File: src/rtl/mfp_ahb_arbiter2.sv
// Two-master AHB-Lite arbiter: core (m0) and serial loader (m1) share one
// fabric port. Address phase follows the registered grant, write data follows
// the registered data-phase owner. A hold counter bounds how long one master
// can keep the bus while the other waits.

module mfp_ahb_arbiter2 #(
  parameter int unsigned HOLD_MAX = 16,
  parameter bit          M1_HIGH  = 1'b1
) (
  input  logic        HCLK,
  input  logic        HRESETn,

  input  logic        m0_req,
  input  logic [31:0] m0_HADDR,
  input  logic [1:0]  m0_HTRANS,
  input  logic        m0_HWRITE,
  input  logic [2:0]  m0_HSIZE,
  input  logic [31:0] m0_HWDATA,
  output logic        m0_HREADY,

  input  logic        m1_req,
  input  logic [31:0] m1_HADDR,
  input  logic [1:0]  m1_HTRANS,
  input  logic        m1_HWRITE,
  input  logic [2:0]  m1_HSIZE,
  input  logic [31:0] m1_HWDATA,
  output logic        m1_HREADY,

  input  logic        HREADY,
  output logic [31:0] HADDR,
  output logic [1:0]  HTRANS,
  output logic        HWRITE,
  output logic [2:0]  HSIZE,
  output logic [31:0] HWDATA,

  output logic [1:0]  grant
);

  localparam int unsigned CntW = (HOLD_MAX < 1) ? 1 : $clog2(HOLD_MAX + 1);
  localparam logic [CntW-1:0] HoldMax = CntW'(HOLD_MAX);
  localparam logic [1:0] TransIdle = 2'b00;

  typedef enum logic [0:0] {StOwn0, StOwn1} state_e;

  state_e          state_q;
  logic [1:0]      grant_q;
  logic            data_owner_q;  // 0 = m0, 1 = m1
  logic [CntW-1:0] hold_cnt_q;
  logic [CntW-1:0] hold_cnt_d;
  logic            m0_req_q;
  logic            m1_req_q;

  logic            own_m1;
  logic            owner_req;
  logic            other_req;
  logic [1:0]      owner_htrans;
  logic            hold_full;
  logic            preempt;
  logic            simul_rise;
  logic            prio_is_owner;
  logic            releasing;
  logic            handover;

  // Current owner's view of the request/transfer inputs.
  always_comb begin
    own_m1       = (state_q == StOwn1);
    owner_req    = own_m1 ? m1_req    : m0_req;
    other_req    = own_m1 ? m0_req    : m1_req;
    owner_htrans = own_m1 ? m1_HTRANS : m0_HTRANS;
  end

  // Handover decision for the next edge.
  always_comb begin
    hold_full     = (hold_cnt_q == HoldMax);
    // Owner has used its quota and the other master is waiting: its pending
    // address phase must not reach the fabric.
    preempt       = other_req & hold_full;
    // Both requests rising together: the priority master wins an idle bus.
    simul_rise    = ~m0_req_q & ~m1_req_q & m0_req & m1_req;
    prio_is_owner = simul_rise & (M1_HIGH == own_m1);
    releasing     = ~owner_req | (owner_htrans == TransIdle) | hold_full;
    handover      = HREADY & other_req & releasing & ~prio_is_owner;
  end

  // Hold counter: counts accepted owner beats while the other master waits.
  always_comb begin
    hold_cnt_d = hold_cnt_q;
    if (handover || !other_req) begin
      hold_cnt_d = '0;
    end else if (HREADY && owner_htrans[1] && !hold_full) begin
      hold_cnt_d = hold_cnt_q + CntW'(1);
    end
  end

  // Ownership FSM with registered one-hot grant.
  always_ff @(posedge HCLK) begin
    if (!HRESETn) begin
      state_q <= StOwn0;
      grant_q <= 2'b01;
    end else if (handover) begin
      state_q <= own_m1 ? StOwn0 : StOwn1;
      grant_q <= own_m1 ? 2'b01 : 2'b10;
    end
  end

  // Data-phase owner follows the address phase that was actually accepted.
  always_ff @(posedge HCLK) begin
    if (!HRESETn) begin
      data_owner_q <= 1'b0;
    end else if (HREADY) begin
      // A preempted owner's address phase was suppressed, so no data phase
      // of its own follows.
      data_owner_q <= preempt ? ~own_m1 : own_m1;
    end
  end

  // Hold counter and request history for simultaneous-request detection.
  always_ff @(posedge HCLK) begin
    if (!HRESETn) begin
      hold_cnt_q <= '0;
      m0_req_q   <= 1'b0;
      m1_req_q   <= 1'b0;
    end else begin
      hold_cnt_q <= hold_cnt_d;
      m0_req_q   <= m0_req;
      m1_req_q   <= m1_req;
    end
  end

  // Fabric-side mux: address by grant, write data by data owner.
  always_comb begin
    HADDR  = own_m1 ? m1_HADDR  : m0_HADDR;
    HWRITE = own_m1 ? m1_HWRITE : m0_HWRITE;
    HSIZE  = own_m1 ? m1_HSIZE  : m0_HSIZE;
    HTRANS = preempt ? TransIdle : owner_htrans;
    HWDATA = data_owner_q ? m1_HWDATA : m0_HWDATA;
  end

  // Per-master ready; a preempted owner is stalled until regranted.
  always_comb begin
    m0_HREADY = HREADY & (grant_q[0] | ~data_owner_q) & ~(grant_q[0] & preempt);
    m1_HREADY = HREADY & (grant_q[1] |  data_owner_q) & ~(grant_q[1] & preempt);
  end

  assign grant = grant_q;

endmodule
File: config.mk
export PLATFORM = sky130hd
export DESIGN_NAME = mfp_ahb_arbiter2
export DESIGN_NICKNAME = d
export VERILOG_FILES = /design/src/rtl/mfp_ahb_arbiter2.sv
export SDC_FILE = /design/constraint.sdc
export NUM_CORES = 1
export LEC_CHECK = 0
export BUFFER_PORTS_ARGS = -buffer_cell sky130_fd_sc_hd__buf_2
export CORE_AREA = 2 2 86 88
export CTS_BUF_LIST = sky130_fd_sc_hd__clkbuf_8
export DETAILED_ROUTE_END_ITERATION = 6
export DIE_AREA = 0 0 88 90
export GPL_ROUTABILITY_DRIVEN = 0
export PLACE_DENSITY_LB_ADDON = 0.05
export SLEW_MARGIN = 5
export SYNTH_ARGS = -nofsm -noshare
export SYNTH_HDL_FRONTEND = slang
export SYNTH_SLANG_ARGS = --single-unit
File: constraint.sdc
create_clock -name HCLK -period 2.3 [get_ports HCLK]
set_clock_uncertainty 0.2 [all_clocks]
set_input_delay 0.69 -clock HCLK [delete_from_list [all_inputs] [get_ports HCLK]]
set_output_delay 0.69 -clock HCLK [all_outputs]
set_load 0.01 [all_outputs]
[Word-level counts from Yosys, hierarchy flattened]
Index checks and enable logic that the tools add are counted.
Storage, ports and cells
  memory bits (read-only): 0
  output and inout bits: 74
  bits in latches: 0
  memories kept: 0
  memory bits (writable): 0
  register bits after elaboration: 11
Operators by class
  shift-type cells: 0
  divide/modulo/power cells: 0
  order comparisons: 0
  add/subtract/negate cells: 1
  reduce and logical (&&, ||, !) cells: 7
  bitwise operators: 27
  $mul: 0
  multiplexer cells: 11
  equality and inequality tests: 1
Operators by type and width (count)
  $mux 32: 2
  $and 1x1->1: 14
  $not 1->1: 9
  $mux 2: 3
  $add 5x1->5 const B: 1
  $eq 5x5->1 const B: 1
  $mux 1: 5
  $or 1x1->1: 4
  $mux 3: 1
  $logic_and 1x1->1: 2
  $logic_not 1->1: 2
  $logic_not 2->1: 1
  $reduce_or 2->1: 1
  $logic_or 1x1->1: 1

[Longest topological paths before layout]
  depth in word-level cells: 9
  mapped depth: 7

[Worst setup path after synthesis]
OpenSTA, ideal clock, no wires.
  path type: input port to output port
  start point: input port m1_req
  end point: output port m1_HREADY
  path slack: -0.215 ns
  stages on the path: 4
  arrival: 1.625 ns
  data required time: 1.410 ns
  cell sequence: mux2_4 and2_4 ha_1 nor3b_1
On the way
  word-level cells in the longest chain between the ends: 5
RTL lines
  start, declared: RTL line 21  | input logic m1_req,
  $mux 1: RTL line 68  | other_req = own_m1 ? m0_req : m1_req;
  $and 1x1->1: RTL line 77  | preempt = other_req & hold_full;
  $and 1x1->1: RTL line 142  | m1_HREADY = HREADY & (grant_q[1] | data_owner_q) & ~(grant_q[1] & preempt);
  $not 1->1: RTL line 142
  $and 1x1->1: RTL line 142
  end, declared: RTL line 27  | output logic m1_HREADY,
No other way between the ends.

[Worst setup path in the final report]
Ends and elaborated chain as after synthesis.

==> impl_metrics.yaml <==
status:
  status: "finished with violations"
  violations: "negative setup slack"
min_path:
  min_path_type: "register to register"
synthesis:
  synth_top_area_share_pct: 53.8
  ys_warn_count: 0
  yosysTopAreaCell: "mux2_2"
  synth-edff-count: 0
  syn_nets: 289
  synth_ff_type: "dfxtp_1"
  synthArstFlopShare_pct: 0
  synthesis.instances: 141
  syn-cell-area_um2: 1420
  ys_ff_latch: 10
  synth_area_leaders: "mux2_2 (54%), dfxtp_1 (14%), mux2i_1 (3.5%)"
  synth_cell_types: 31
  ys_seq_area_share_pct: 14.1
  syn_avg_cell_area_um2: 10.1
critical_path:
  crit_family: "simple AND/OR/NAND/NOR gates"
  startpoint_type: "primary input"
  cp_max_fo: 3
  cp_cell_sequence: "buf_6, mux2_4, and2_4, ha_4, nor3b_4, buf_2"
  endpoint_kind: "output port"
  path_class: "primary input to output port"
  arrival_ns: 1.69
  crit_path_top_delay_cell: "mux2_4"
  cpPeakStageDelay_ns: 0.26
  critPathRequiredTime_ns: 1.41
  worst-path-buf-inv: 2
sta:
  timing.final.ws_setup_ns: -0.281
  setup_viol: 4
  max_freq_ghz: 0.387
  rsz0062_at_grt: "yes"
  drv_slew: 0
  tightest_slew_ns: 0.355
  maxSlewHeadroom_pct: 76.3
  finalHoldViolations: 0
  fin_setup_tns_ns: -0.971
  min_period_over_period_pct: 112
  finalCriticalPeriod_ns: 2.58
global_route:
  grt_pass1_wl_mm: 8.87
  antenna_found_initial: 0
  grt_max_degree: 46
  use_met3_pct: 4.04
  grt_remaining_overflow: 0
  use_met1_pct: 13.2
  grt_busiest_layer: "met2"
  grtUsageMet2_pct: 29.2
  grt_use_total_pct: 14.2
  grt_pass1_vias: 1905
power:
  intPower_uw: 621
  p_leak_uw: 0.00148
  combPwrFrac_pct: 55.1
  power_density_nw_per_um2: 314
  seq_power_share_pct: 20.8
  power_switching_uw: 277
  vdd_drop_max_uv: 124
  clockPowerShare_pct: 24.1
  swShare_pct: 30.9
die:
  rows: 31
  io_pins: 219
  die_w_um: 88
  die-area_um2: 7920
  initial_core_util_pct: 20.3
  die_h_um: 90
  core-area_um2: 7020
final_layout:
  layout-drive-gt1-share_pct: 87.7
  final_util_pct: 40.7
  final_nets: 515
  diodes: 0
  syn2layout_area_growth_pct: 101
clock_tree:
  cts_tree: "yes"
  h-tree-depth: 1
  clockRootBuffer: "clkbuf_8"
  cts.clk_slew.worst_paths_ns: 0.05
  hold_buffers: 0
  cts_sinks: 10
  worstSkewPairLatency_ns: 0.23
  cts_max_path_buffers: 2
  cts_buffers: 3
placement:
  dp_hpwl_mm: 5.32
  port_buffers: 218
routing:
  drt_iter0_markers: 28
  drc: 0
  num_vias: 1955
  routed_wl_mm: 6.28
  viasPerCell: 4.20
  wl_per_cell_um: 13.5
  ant_nets: 0
  dr.pass1.iters: 4
job:
  drv_cap: 0
path summary, 6_finish.rpt:
| path | from | endpoint | slack, ns | cells past startpoint |
|---|---|---|---|---|
| hold / removal | grant[0] | grant[0] | 0.35 | 1 |
| setup / recovery | m1_req | m1_HREADY | -0.28 | 6 |
| hold reg to reg | grant[0] | grant[0] | 0.35 | 1 |
| setup reg to reg | own_m1 | hold_cnt_q[1] | 0.57 | 6 |
per-layer routing:
metal  routed length, um  vias up  share of wire (%)
li1                    -      970                  -
met2                3430      133                 55
met5                   0        -                  0
met4                  55        0               0.88
met1                2070      848                 33
met3                 733        4                 12
cells in the final DEF, fill, tap and decap left out, drive strengths merged, types with 2 or more instances in the layout:
cell    Yosys  routed
nand3       4       4
xor2        2       2
nor2        7       7
and2        3       3
mux2i       5       5
nand2       3       3
inv         4       4
mux2       70      70
nor3        5       5
buf        10     231
and3        2       2
ha          3       3
dfxtp      10      10
clkbuf      1       5
state kept, by name, indices dropped and copies added (netlist names):
| signal | flops |
|---|---|
| data_owner_q | 1 |
| own_m1 | 1 |
| m1_req_q | 1 |
| grant | 1 |
| m0_req_q | 1 |
| hold_cnt_q | 5 |
cells by family (layout without fill, tap and decap cells):
group / after synthesis / count (layout) / share of synthesized area [%]
simple gates: 29 / 29 / 11.7
mux: 75 / 75 / 59.4
xor+xnor: 3 / 3 / 1.85
compound gates: 6 / 6 / 4.92
buf+inv: 15 / 240 / 5.45
flops: 10 / 10 / 14.1
fa+ha+maj: 3 / 3 / 2.64
cell usage after synthesis (all sizes together) (2+ instances only):
| library cell | count |
|---|---|
| nand2 | 3 |
| inv | 4 |
| and2 | 3 |
| nor3 | 5 |
| nor2 | 7 |
| buf | 10 |
| nand3 | 4 |
| mux2i | 5 |
| xor2 | 2 |
| and3 | 2 |
| mux2 | 70 |
| dfxtp | 10 |
| ha | 3 |
power by group through the flow:
stage	Clock [uW]	Sequential (uW)	Combinational (uW)
global placement	0	189	483
detailed placement	0	189	484
global route	232	188	540
floorplan	0	188	244
CTS	227	185	493
finish	216	187	495
stage by stage:
step | std cells | hold slack (ns) | worst slack [ns] | total power [uW] | instance area [um^2]
after CTS | 461 | 0.343 | -0.301 | 905 | 2800
after global placement | 456 | 0.316 | -0.271 | 672 | 2690
after floorplan | 141 | 0.328 | -0.0562 | 432 | 1450
final | 465 | 0.354 | -0.281 | 898 | 2860
after global routing | 465 | 0.397 | -0.349 | 960 | 2860
after detailed placement | 456 | 0.326 | -0.295 | 673 | 2690
what timing repair did:
item                                    4_1_cts  5_1_grt
endpoints found under the setup margin        9       24
gates cloned                                  1        1
buffers inserted                              0        3
pin swaps                                     3        3
resized for setup                             5        7
endpoints found under the hold margin         0        0
layout make-up:
| type | instances | area [um^2] |
|---|---|---|
| Multi-Input combinational cell | 116 | 1180 |
| Timing Repair Buffer | 232 | 1270 |
| Sequential cell | 10 | 208 |
| Inverter | 4 | 15.0 |
| Fill cell | 745 | 4160 |
| Clock buffer | 4 | 55.1 |
| Tap cell | 99 | 124 |
No activity file was read; power rests on OpenSTA's default activity.
